`src/rtl/i2s_rx_ctrl.sv`:
```
// I2S receive master: generates bclk/lrclk from clk and deserialises the ADC
// slot words, presenting each completed word with a one-clk valid pulse.
module i2s_rx_ctrl #(
    parameter int unsigned BCLK_DIV = 4  // clk cycles per bclk half-period, 2..255
) (
    input  logic        clk,
    input  logic        reset_n,
    input  logic        enable,
    input  logic        sdata,
    output logic        bclk,
    output logic        lrclk,
    output logic [31:0] adc_data,
    output logic        adc_valid,
    output logic        adc_chan,
    output logic        busy
);

    localparam int unsigned DIV_W  = 8;
    localparam int unsigned BIT_W  = 5;
    localparam int unsigned WORD_W = 32;

    typedef enum logic [1:0] {
        IDLE = 2'd0,
        RUN  = 2'd1,
        STOP = 2'd2
    } state_t;

    state_t              state_q;
    logic [DIV_W-1:0]    div_cnt_q;
    logic [BIT_W-1:0]    bit_cnt_q;
    logic                bclk_q;
    logic                lrclk_q;
    logic [WORD_W-1:0]   sr_q;
    logic [WORD_W-1:0]   sr_d;
    logic [WORD_W-1:0]   adc_data_q;
    logic                adc_valid_q;
    logic                adc_chan_q;
    logic                busy_q;
    logic                cap_q;    // capture point seen on the previous clk
    logic                first_q;  // next capture point is the dummy one after start
    logic                done_q;   // right-slot word emitted while stopping

    logic div_wrap;
    logic bclk_rise;
    logic bclk_fall;

    assign div_wrap  = (div_cnt_q == DIV_W'(BCLK_DIV - 1));
    assign bclk_rise = div_wrap & ~bclk_q;
    assign bclk_fall = div_wrap & bclk_q;
    assign sr_d      = {sr_q[WORD_W-2:0], sdata};

    always_ff @(posedge clk or negedge reset_n) begin
        if (!reset_n) begin
            state_q     <= IDLE;
            div_cnt_q   <= '0;
            bit_cnt_q   <= '0;
            bclk_q      <= 1'b0;
            lrclk_q     <= 1'b0;
            sr_q        <= '0;
            adc_data_q  <= '0;
            adc_valid_q <= 1'b0;
            adc_chan_q  <= 1'b0;
            busy_q      <= 1'b0;
            cap_q       <= 1'b0;
            first_q     <= 1'b0;
            done_q      <= 1'b0;
        end else begin
            adc_valid_q <= 1'b0;
            case (state_q)
                IDLE: begin
                    if (enable) begin
                        state_q <= RUN;
                        busy_q  <= 1'b1;
                        first_q <= 1'b1;
                        cap_q   <= 1'b0;
                        done_q  <= 1'b0;
                    end
                end
                RUN, STOP: begin
                    if (done_q) begin
                        // back to a quiet bus with counters cleared for the next start
                        state_q   <= IDLE;
                        busy_q    <= 1'b0;
                        div_cnt_q <= '0;
                        bit_cnt_q <= '0;
                        bclk_q    <= 1'b0;
                        lrclk_q   <= 1'b0;
                        cap_q     <= 1'b0;
                        done_q    <= 1'b0;
                    end else begin
                        div_cnt_q <= div_wrap ? '0 : div_cnt_q + DIV_W'(1);
                        if (div_wrap) begin
                            bclk_q <= ~bclk_q;
                        end
                        if (bclk_fall) begin
                            bit_cnt_q <= bit_cnt_q + BIT_W'(1);
                            if (bit_cnt_q == BIT_W'(31)) begin
                                lrclk_q <= ~lrclk_q;
                            end
                        end
                        if (bclk_rise) begin
                            sr_q <= sr_d;
                        end
                        // bit 0 of a slot carries the LSB of the previous slot's word
                        cap_q <= bclk_rise && (bit_cnt_q == '0);
                        if (cap_q) begin
                            if (first_q) begin
                                first_q <= 1'b0;
                            end else begin
                                adc_data_q  <= sr_q;
                                adc_chan_q  <= ~lrclk_q;
                                adc_valid_q <= 1'b1;
                            end
                            if ((state_q == STOP) && !lrclk_q) begin
                                done_q <= 1'b1;
                            end
                        end
                        if ((state_q == RUN) && !enable) begin
                            state_q <= STOP;
                        end
                    end
                end
                default: begin
                    state_q <= IDLE;
                    busy_q  <= 1'b0;
                end
            endcase
        end
    end

    assign bclk      = bclk_q;
    assign lrclk     = lrclk_q;
    assign adc_data  = adc_data_q;
    assign adc_valid = adc_valid_q;
    assign adc_chan  = adc_chan_q;
    assign busy      = busy_q;

endmodule

```
`config.mk`:
```
export PLATFORM = sky130hd
export DESIGN_NAME = i2s_rx_ctrl
export DESIGN_NICKNAME = d
export VERILOG_FILES = /design/src/rtl/i2s_rx_ctrl.sv
export SDC_FILE = /design/constraint.sdc
export NUM_CORES = 1
export LEC_CHECK = 0
export CAP_MARGIN = 20
export CORE_MARGIN = 1.5
export CORE_UTILIZATION = 45
export CTS_BUF_LIST = sky130_fd_sc_hd__clkbuf_16
export DETAILED_ROUTE_END_ITERATION = 16
export GPL_ROUTABILITY_DRIVEN = 1
export GPL_TIMING_DRIVEN = 0
export PLACE_DENSITY_LB_ADDON = 0.08
export SLEW_MARGIN = 5
export SYNTH_ARGS = -nofsm -noshare
export SYNTH_HDL_FRONTEND = slang
export SYNTH_SLANG_ARGS = --single-unit
```
`constraint.sdc`:
```
create_clock -name clk -period 3.1 [get_ports clk]
set_input_delay 0.62 -clock clk [delete_from_list [all_inputs] [get_ports clk]]
set_output_delay 0.62 -clock clk [all_outputs]
set_load 0.005 [all_outputs]
```
=== Word level (Yosys, flattened, before mapping) ===
Index checks and enable logic that the tools add are counted.

* Add/subtract/negate cells: 2
* Equality and inequality tests: 9
* Multiplexer cells: 30
* Bitwise gates (word level): 6
* Reductions and logical operators: 21

{| class="wikitable"
|+ Operators by type and width
! cell !! number
|-
| 1-bit 2-to-1 mux || 18
|-
| 8-bit 2-to-1 mux || 2
|-
| 5-bit 2-to-1 mux || 2
|-
| 2-bit AND reduction || 5
|-
| 8-bit by 1-bit adder with 8-bit output (second input constant) || 1
|-
| 8-bit by 2-bit == test with 1-bit output (second input constant) || 1
|-
| 2-bit != test (second input constant) || 4
|-
| 1-bit one-hot mux with 2 select lines || 4
|-
| 4-bit AND reduction || 2
|-
| 2-bit nonzero test || 4
|-
| 2-bit 2-to-1 mux || 3
|-
| 3-bit AND reduction || 2
|-
| 5-bit by 1-bit adder with 5-bit output (second input constant) || 1
|-
| 5-bit == test (second input constant) || 1
|-
| 5-bit zero test || 1
|-
| 1-bit NOT || 4
|-
| 2-bit one-hot mux with 2 select lines || 1
|-
| 1-bit logical AND || 3
|-
| 3-bit != test (second input constant) || 1
|-
| 1-bit bitwise AND || 2
|-
| 2-bit by 1-bit == test with 1-bit output (second input constant) || 1
|-
| 2-bit == test (second input constant) || 1
|-
| 1-bit zero test || 2
|-
| 2-bit zero test || 1
|-
| 2-bit OR reduction || 1
|}

* Register bits: 87
* Input port bits: 4
* Output and inout port bits: 37

=== Longest topological paths before layout ===
Gate-level depths: netlist of the first run.

* Depth after elaboration: 6
* Depth in mapped cells: 7

=== Worst setup path before layout of the first run ===
OpenSTA, ideal clock, no wires.

* Path type: register to register
* Start point: reg state_q[0]
* End point: reg adc_data_q[10], in the netlist adc_data[10]
* Setup time: 125 ps
* Data arrival time: 1,825 ps
* Required time: 2,975 ps
* Slack: 1,150 ps
* Stages on the path, launching flop included: 7
* Path buffers: 1
* Clock period less this slack: 1,950 ps
* Cells stage by stage: dfrtp_1 -> inv_1 -> ha_1 -> nand2_1 -> nor3b_2 -> buf_4 -> mux2_2

* Longest elaborated chain between the ends: 3
* Elaborated cells on any way between the ends: 4
* Classes of those cells: eq/ne (2); reduce/logical (2)

{| class="wikitable"
|+ RTL lines
! what !! RTL line !! source
|-
| start: declaration || 28 || <nowiki>state_t state_q;</nowiki>
|-
| start signal: assignment || 54 || <nowiki>state_q <= IDLE;</nowiki>
|-
| start signal: assignment || 72 || <nowiki>state_q <= RUN;</nowiki>
|-
| start signal: assignment || 82 || <nowiki>state_q <= IDLE;</nowiki>
|-
| 2-bit == test or 2-bit by 1-bit == test with 1-bit output (tied branches) || 69 || <nowiki>case (state_q)</nowiki>
|-
| 2-bit OR reduction (*) || 69 ||
|-
| 4-bit AND reduction (no source line) (*) || n/a ||
|-
| end signal: assignment || 110 || <nowiki>adc_data_q <= sr_q;</nowiki>
|-
| end: declaration || 35 || <nowiki>logic [WORD_W-1:0] adc_data_q;</nowiki>
|}

Mark *: on every way between the ends. The rest lies on a longest branch, timed or not.
A chain may end at the register's enable or synchronous reset.

=== Worst setup path in the final report of the first run ===
* Start point: reg state_q[0]
* End point: reg adc_data_q[12], in the netlist adc_data[12]

The elaborated chain is that of the path after synthesis.

==> metrics.cfg, run 1 <==
[synthesis]
ys_seq_area_share_pct=58.6
synth_fp_nets=266
synth_cell_type_count=39
yosys-top-cells-area=dfrtp_1 59%, mux2_4 11%, mux2_2 11%, ha_1 2.4%, nor2_1 1.5%
syn_inst=255
synthesis.area_mm2=0.00371
yosysWarnings=0
synth-edff-count=0
ys_ff_latch=87
syn_avg_cell_area_um2=14.6
synth_top_flop_cell=dfrtp_1
synth_top_cell_area_share_pct=58.6
synthArstFlopShare_pct=100
yosys.area.top_type=dfrtp_1

[critical_path]
startpoint_type=register
cpPeakStageDelay_ns=0.49
reg2reg_slack_ns=0.80
crit_path_end=adc_data[12]$_DFFE_PN0P_
crit_fanout=10
worstSetupPathType=reg -> reg
arrival_ns=2.51
path_cells=inv_1, ha_1, nand2_1, nor3b_2, buf_4, mux2_2
crit_path_end_kind=register
reg2reg_from=state_q[0]$_DFFE_PN0P_
rr_endpoint=adc_data[12]$_DFFE_PN0P_
rr_worst_depth=6
crit_slowest_cell=nor3b_2
cp-startpoint=state_q[0]$_DFFE_PN0P_
required_ns=3.31

[clocking]
cts_tree=yes
root_buffer=clkbuf_16
cts_buffers=9
clk_pin_slew_worst_paths_ns=0.06
insertion_delay_ns=0.33
ctsHoldBuffers=0
htree_levels=3
clk_path_buf_depth=2
cts.repair.resized=0
cts.sinks=87
cts_setup_buffers=0

[global_routing]
overflow=0
track_usage_pct=15.5
antenna_found_initial=0
grt_pass1_vias=2142
grt_pass1_wl_um=10600
grt_max_degree=68

[pwr]
p_leak_nw=2.26
power.switching_mw=0.822
intPower_mw=2.16
p_comb_share_pct=17.0
pwr-share-seq_pct=44.5
peakVddDrop_uv=345
p_clk_share_pct=38.5
switching_share_pct=27.6
p_per_area_mw_per_mm2=649

[routing]
wire_per_inst_um=14.8
routed_via_density=5.14
wl_um=6110
dr.pass1.iters=4
drc_errors=0
ant_nets=0
num_vias=2128
drt-initial-drc-count=88

[sta]
drv_slew=0
tns_ns=0
finalSetupViolCount=0
rsz0062_at_grt=false
period_needed_ns=2.30
timing.slew.headroom_pct=66.4
tightest_slew_ns=0.502
final.setup.worst_slack_ns=0.803
fmax_mhz=435
hold_viol_final=0
fin_worst_skew_ns=0.00501
min_period_over_period_pct=74.1

[floorplan]
die_y_um=93.9
io-pin-count=41
core.rowCount=32
core-area_mm2=0.00785
fp.dieW_um=93.9
start_util_pct=47.3
dieArea_mm2=0.00881

[placed_design]
dp_slack_ns=0.768
placed_cell_area_mm2=0.00427
hpwl_um=3950
gp_congestion=0.766
dp.cells=398
port_buffers=40

[cells_and_area]
post-route-util_pct=58.5
final_area_mm2=0.00459
final_cells=414
fillers=650
drive_gt1_share_pct=29.8
num_antenna_cells=0
syn2layout_area_growth_pct=23.5
fin_nets=318

[status]
status=finished, final reports clean

[job]
cap_violations=0

[min_path]
timing.hold.worst.class=in -> async

## layout by cell type, fill, tap and decap left out, types with 3 or more instances in the layout
| cell type | count |
|---|---|
| a21oi_1 | 3 |
| mux2i_1 | 5 |
| ha_1 | 7 |
| buf_4 | 4 |
| mux2_2 | 37 |
| nand2_1 | 11 |
| xnor2_1 | 3 |
| nor2_1 | 15 |
| o22ai_1 | 3 |
| clkdlybuf4s50_1 | 39 |
| buf_6 | 3 |
| o21ai_0 | 3 |
| nand4_1 | 5 |
| dfrtp_1 | 87 |
| mux2_4 | 28 |
| o31ai_1 | 3 |
| clkbuf_16 | 9 |
| xor2_1 | 3 |
| inv_1 | 9 |
## power by group through the flow
| stage | Sequential, mW | Clock [mW] | Combinational, mW |
|---|---|---|---|
| after floorplan | 1.33 | 0 | 0.354 |
| after global placement | 1.34 | 0 | 0.504 |
| after detailed placement | 1.34 | 0 | 0.514 |
| after CTS | 1.33 | 1.18 | 0.516 |
| after global routing | 1.34 | 1.22 | 0.579 |
| final | 1.32 | 1.15 | 0.507 |
## sequential cells by signal (all words and copies together), names as in the netlist
signal / count
lrclk: 1
adc_data: 32
bit_cnt_q: 5
div_cnt_q: 8
done_q: 1
sr_q: 32
busy: 1
state_q: 2
first_q: 1
adc_valid: 1
bclk: 1
adc_chan: 1
cap_q: 1
## layout make-up
class / instances / area [µm²] / area share (%)
clock buffers: 9 / 225 / 4.91
inverters: 10 / 37.5 / 0.818
clock inverters: 7 / 96.3 / 2.10
repair buffers: 41 / 425 / 9.27
multi-input cells: 150 / 1440 / 31.3
flip-flops and latches: 87 / 2180 / 47.4
plain buffers: 8 / 63.8 / 1.39
well taps: 102 / 128 / 2.78
## per-layer routing
metal,up-vias,track usage [%],share of wire (%)
met5,-,0,0
li1,1008,-,-
met1,1082,22.9,51
met2,32,22.3,44
met4,0,6.34,1.2
met3,6,3.24,3.3
## kinds of logic (layout without fill, tap and decap cells)
group,Yosys count,after routing,share of synthesized area [%]
simple gates,46,46,6.97
flops,87,87,58.6
fa+ha+maj,7,7,2.36
xor+xnor,6,6,1.41
compound gates,21,21,4.04
mux,70,70,23.9
buf+inv,18,75,2.73
## metrics by stage
stage          power, mW  hold WS, ns
2_1_floorplan       1.68        0.324
3_3_place_gp        1.85        0.490
3_5_place_dp        1.86        0.485
4_1_cts             3.02        0.171
5_1_grt             3.14        0.182
6_report            2.98        0.172
## worst max-delay path: cells and delay by family (launching register included)
kind | cells | cell delay [ns]
muxes | 1 | 0.35
adders and majority gates | 1 | 0.37
DFF | 1 | 0.37
buffers and inverters | 2 | 0.37
and+or+nand+nor | 2 | 0.71
## worst min path at each step
stage	startpoint	endpoint	slack, ns	cells past startpoint
6_report	reset_n	adc_valid$_DFF_PN0_	0.17	1
5_1_grt	reset_n	adc_valid$_DFF_PN0_	0.18	1
4_1_cts	reset_n	adc_valid$_DFF_PN0_	0.17	1
3_5_place_dp	cap_q$_DFFE_PN0P_	cap_q$_DFFE_PN0P_	0.49	2
3_3_place_gp	adc_data[28]$_DFFE_PN0P_	adc_data[28]$_DFFE_PN0P_	0.49	1
2_1_floorplan	reset_n	adc_chan$_DFFE_PN0P_	0.32	0
## cells in the mapped netlist, drive strengths merged (5+ instances only)
cell type  number
nand2          11
nor2           16
ha              7
buf             6
inv             9
mux2i           5
mux2           65
nand4           5
dfrtp          87
No activity file was read; power rests on OpenSTA's default activity.
==> inputs of run 2 (changes only) <==
- clock period: 3.1 -> 1.9 ns (I/O delays scaled with it)
==> metrics.cfg, run 2 (synthesis gave the netlist of run 1 again) <==
[floorplan]
start_util_pct=47.3  ; unchanged
core-area_mm2=0.00785  ; unchanged
die_y_um=93.9  ; unchanged
core.rowCount=32  ; unchanged
io-pin-count=41  ; unchanged
dieArea_mm2=0.00881  ; unchanged
fp.dieW_um=93.9  ; unchanged

[global_routing]
track_usage_pct=16.6  ; +1.1 points
grt_max_degree=62  ; -8.8%
antenna_found_initial=0  ; unchanged
overflow=0  ; unchanged
grt_pass1_vias=2161  ; +0.89%
grt_pass1_wl_um=11000  ; +3.9%

[clocking]
htree_levels=3  ; unchanged
root_buffer=clkbuf_16
cts.sinks=87  ; unchanged
cts_buffers=9  ; unchanged
clk_pin_slew_worst_paths_ns=0.06  ; about the same
clk_path_buf_depth=2  ; unchanged
cts_tree=yes
insertion_delay_ns=0.34  ; about the same

[placed_design]
placed_cell_area_mm2=0.00428  ; +0.26%
gp_congestion=0.781  ; +1.9%
hpwl_um=4080  ; +3.3%
port_buffers=40  ; unchanged

[sta]
tns_ns=0  ; unchanged
finalSetupViolCount=0  ; unchanged
hold_viol_final=0  ; unchanged
tightest_slew_ns=0.516  ; +0.0144 ns
hold_slack_ns=0.507  ; +0.335 ns
fmax_mhz=528  ; +21%
timing.slew.headroom_pct=65.1  ; -1.3 points
fin_worst_skew_ns=0.00625  ; +0.00124 ns
drv_slew=0  ; unchanged
period_needed_ns=1.89  ; -0.405 ns
rsz0062_at_grt=true
min_period_over_period_pct=99.6  ; +26 points

[critical_path]
crit_fanout=5  ; -5
reg2reg_slack_ns=0.007  ; -0.80 ns
crit_path_end_kind=register
worstSetupPathType=reg -> reg
required_ns=2.12  ; -1.19 ns
arrival_ns=2.11  ; -0.40 ns
startpoint_type=register

[routing]
drt-initial-drc-count=110  ; +25%
ant_nets=0  ; unchanged
routed_via_density=5.13  ; -0.17%
drc_errors=0  ; unchanged
wire_per_inst_um=15.7  ; +6.5%
dr.pass1.iters=4  ; unchanged
wl_um=6950  ; +14%
num_vias=2268  ; +6.6%

[cells_and_area]
syn2layout_area_growth_pct=33.2
fin_nets=347  ; +9.1%
mostFrequentLayoutCells=87 x dfrtp_1, 39 x clkdlybuf4s50_1, 37 x mux2_2
num_antenna_cells=0  ; unchanged
final_area_mm2=0.00495  ; +7.9%
drive_gt1_share_pct=37.9  ; +8.1 points
final_common_cell=dfrtp_1

[status]
status=finished, final reports clean

[pwr]
total_power_mw=5.19  ; +74%
intPower_mw=3.66  ; +70%
switching_share_pct=29.5  ; +1.9 points
p_leak_nw=2.46  ; +8.9%
p_clk_share_pct=33.4  ; -5.1 points
peakVddDrop_uv=576  ; +67%
pwr-share-seq_pct=41.9  ; -2.6 points
power.switching_mw=1.53  ; +86%
p_per_area_mw_per_mm2=1050  ; +62%
p_comb_share_pct=24.8  ; +7.8 points

[job]
cap_violations=0  ; unchanged

[min_path]
timing.hold.worst.class=reg -> reg

-- run 2: cell types whose count changed in the layout (fill, tap and decap cells not counted), sizes merged --
| cell | before | now |
|---|---|---|
| inv | 10 | 11 |
| clkbuf | 11 | 14 |
| nand3 | 3 | 4 |
| clkinvlp | 2 | 1 |
| buf | 8 | 32 |
| bufinv | 2 | 1 |
| dlygate4sd3 | 0 | 1 |
-- run 2: routing by layer --
layer / vias to the layer above / routed length [µm] / track usage, %
li1: 1070 / - / -
met1: 1136 / 3310 / 23.3
met2: 50 / 3240 / 24.0
met3: 12 / 304 / 6.15
met4: 0 / 101 / 5.22
met5: - / 0 / 0
-- run 2: power groups by stage --
| stage | registers, mW | clock network [mW] | logic (mW) |
|---|---|---|---|
| after global placement | 2.19 | 0 | 0.839 |
| after floorplan | 2.16 | 0 | 0.593 |
| final | 2.17 | 1.73 | 1.28 |
| after global routing | 2.20 | 1.87 | 1.41 |
| after CTS | 2.17 | 1.77 | 0.938 |
| after detailed placement | 2.20 | 0 | 0.857 |
-- run 2: what timing repair did --
item / CTS / global route
setup endpoints to repair: 67 / 68
hold buffers: 1 / 0
hold endpoints to repair: 26 / 0
pin swaps: 1 / 6
resized for setup: 9 / 18
cloned: 0 / 4
setup buffers: 6 / 19
-- run 2: worst paths after layout --
| kind | startpoint | endpoint | cells past startpoint |
|---|---|---|---|
| setup / recovery | div_cnt_q[0]$_DFFE_PN0N_ | sr_q[21]$_DFFE_PN0P_ | 6 |
| hold / removal | adc_data[9]$_DFFE_PN0P_ | adc_data[9]$_DFFE_PN0P_ | 1 |
| setup reg to reg | div_cnt_q[0]$_DFFE_PN0N_ | sr_q[21]$_DFFE_PN0P_ | 6 |
| hold reg to reg | adc_data[9]$_DFFE_PN0P_ | adc_data[9]$_DFFE_PN0P_ | 1 |
| max in group asynchronous | reset_n | sr_q[8]$_DFFE_PN0P_ | 3 |
| min in group asynchronous | reset_n | adc_valid$_DFF_PN0_ | 2 |
-- run 2: stage by stage --
| stage | worst slack (ns) | utilization [%] | std cells |
|---|---|---|---|
| global route | -0.0727 | 63.1 | 442 |
| CTS | 0.00731 | 59.3 | 420 |
| finish | 0.00733 | 63.1 | 442 |
| global placement | -2.85 | 54.2 | 397 |
| detailed placement | -0.348 | 54.5 | 398 |
| floorplan | 0.00325 | - | 255 |
-- run 2: area by class of cell --
cell class                      count  area, µm²
Buffer                              8        109
Multi-Input combinational cell    151       1510
Clock buffer                        9        225
Timing Repair Buffer               69        698
Tap cell                          102        128
Inverter                           10       45.0
Clock inverter                      6       61.3
Sequential cell                    87       2180
Fill cell                         614       2900
-- run 2: critical path, cell delays in order, from the launching register on --
cell and delay (ns):
dfrtp_1 0.43, ha_4 0.17, nor4b_4 0.21, and2_4 0.24
nand3_4 0.19, clkbuf_16 0.23, mux2_4 0.29
==> inputs of run 3 (changes only) <==
- CORE_MARGIN: 1.5 -> not set
==> metrics.cfg, run 3 (synthesis gave the netlist of run 1 again) <==
[pwr]
total_power_mw=5.01  ; -3.4%
p_per_area_mw_per_mm2=1050  ; about the same
peakVddDrop_uv=538  ; -6.5%
p_leak_nw=2.36  ; -3.8%

[sta]
fmax_mhz=542  ; +2.6%
rsz0062_at_grt=true
finalSetupViolCount=0  ; unchanged
drv_slew=0  ; unchanged
min_period_over_period_pct=97.1  ; -2.5 points
final.setup.worst_slack_ns=0.0553  ; +0.0480 ns
fin_worst_skew_ns=0.00696  ; +0.000706 ns
tightest_slew_ns=0.507  ; -0.00908 ns
hold_viol_final=0  ; unchanged
period_needed_ns=1.84  ; -0.0480 ns
timing.slew.headroom_pct=66.2  ; +1.1 points

[routing]
drc_errors=0  ; unchanged
routed_via_density=5.07  ; -1.2%
drt-initial-drc-count=66  ; -40%
dr.pass1.iters=4  ; unchanged
ant_nets=0  ; unchanged
wire_per_inst_um=15.4  ; -2.3%
wl_um=6610  ; -5.0%
num_vias=2180  ; -3.9%

[critical_path]
worstSetupPathType=reg -> reg
crit_path_end_kind=register
startpoint_type=register
required_ns=2.11  ; about the same
arrival_ns=2.06  ; -0.05 ns
crit_fanout=10  ; +5

[global_routing]
overflow=0  ; unchanged
grt_pass1_vias=2158  ; -0.14%
antenna_found_initial=0  ; unchanged
grt_pass1_wl_um=11000  ; -0.13%
track_usage_pct=16.8  ; +0.14 points
grt_max_degree=55  ; -11%

[floorplan]
start_util_pct=47.3  ; unchanged
io-pin-count=41  ; unchanged
dieArea_mm2=0.00862  ; -2.1%
fp.dieW_um=92.9  ; -1.1%
core-area_mm2=0.00785  ; unchanged
core.rowCount=32  ; unchanged
die_y_um=92.9  ; -1.1%

[cells_and_area]
num_antenna_cells=0  ; unchanged
syn2layout_area_growth_pct=28.8
mostFrequentLayoutCells=87 x dfrtp_1, 39 x clkdlybuf4s50_1, 36 x mux2_2
fin_nets=335  ; -3.5%
drive_gt1_share_pct=35.4  ; -2.6 points
final_common_cell=dfrtp_1

[clocking]
clk_pin_slew_worst_paths_ns=0.06  ; about the same
root_buffer=clkbuf_16
cts.sinks=87  ; unchanged
insertion_delay_ns=0.33  ; about the same
htree_levels=3  ; unchanged
clk_path_buf_depth=2  ; unchanged
cts_tree=yes
cts_buffers=9  ; unchanged

[placed_design]
dp_slack_ns=-0.358  ; -0.00965 ns
hpwl_um=4160  ; +2.0%
gp_congestion=0.756  ; -3.2%
port_buffers=40  ; unchanged

[status]
status=finished, final reports clean

[job]
cap_violations=0  ; unchanged

[min_path]
timing.hold.worst.class=in -> async

-- run 3: cell types whose count changed in the layout (fill, tap and decap cells not counted), sizes merged --
| cell | before | now |
|---|---|---|
| nand3 | 4 | 3 |
| buf | 32 | 25 |
| clkbuf | 14 | 11 |
| dlygate4sd3 | 1 | 0 |
-- run 3: routing by layer --
metal	vias to the layer above	wire length [µm]	GRT usage (%)
met2	37	3180	24.8
li1	1039	-	-
met3	4	225	4.19
met5	-	0	0
met4	0	55	6.15
met1	1100	3150	23.9
-- run 3: critical path, cell delays in order (launching register included) --
cell and delay (ns):
dfrtp_1 0.40, inv_2 0.08, ha_4 0.34, nand2_8 0.07, nor3b_4 0.22, buf_6 0.16, buf_12 0.13, mux2_2 0.33
-- run 3: metrics by stage --
| stage | hold WS, ns | TNS, ns | util [%] | instance area, µm² | cells |
|---|---|---|---|---|---|
| detailed placement | 0.375 | -18.93 | 54.5 | 4280 | 398 |
| finish | 0.00588 | 0 | 61.0 | 4780 | 430 |
| global route | 0.0380 | -0.108 | 61.0 | 4780 | 430 |
| CTS | 0.0184 | 0 | 59.3 | 4660 | 419 |
| global placement | 0.489 | -262.19 | 54.2 | 4250 | 397 |
| floorplan | 0.0844 | 0 | - | 3730 | 255 |
-- run 3: path summary, 6_finish.rpt --
check / start / endpoint / depth (start not counted) / slack, ns
worst max-delay path: state_q[1]$_DFFE_PN0P_ / adc_data[14]$_DFFE_PN0P_ / 7 / 0.06
worst min-delay path: reset_n / adc_valid$_DFF_PN0_ / 1 / 0.006
worst max register to register: state_q[1]$_DFFE_PN0P_ / adc_data[14]$_DFFE_PN0P_ / 7 / 0.06
worst min register to register: adc_data[5]$_DFFE_PN0P_ / adc_data[5]$_DFFE_PN0P_ / 1 / 0.50
max in group asynchronous: reset_n / sr_q[3]$_DFFE_PN0P_ / 2 / 1.27
min in group clk: adc_data[5]$_DFFE_PN0P_ / adc_data[5]$_DFFE_PN0P_ / 1 / 0.50
-- run 3: final cells by class --
cell class | count | area, µm²
Clock inverter | 6 | 68.8
Tap cell | 102 | 128
Timing Repair Buffer | 58 | 564
Sequential cell | 87 | 2180
Clock buffer | 9 | 225
Multi-Input combinational cell | 150 | 1480
Buffer | 8 | 96.3
Fill cell | 647 | 3060
Inverter | 10 | 42.5
-- run 3: power by group --
part           total [mW]  internal [mW]  switching, mW
clock                1.73           1.02          0.714
combinational        1.11          0.545          0.568
sequential           2.17           2.00          0.162
-- run 3: timing repair --
action                     in CTS  in global routing
cloned                          1                  0
setup buffers                   5                 11
hold buffers                    0                  0
pin swaps                       2                  4
setup endpoints to repair      67                 63
gates resized for setup        11                 12
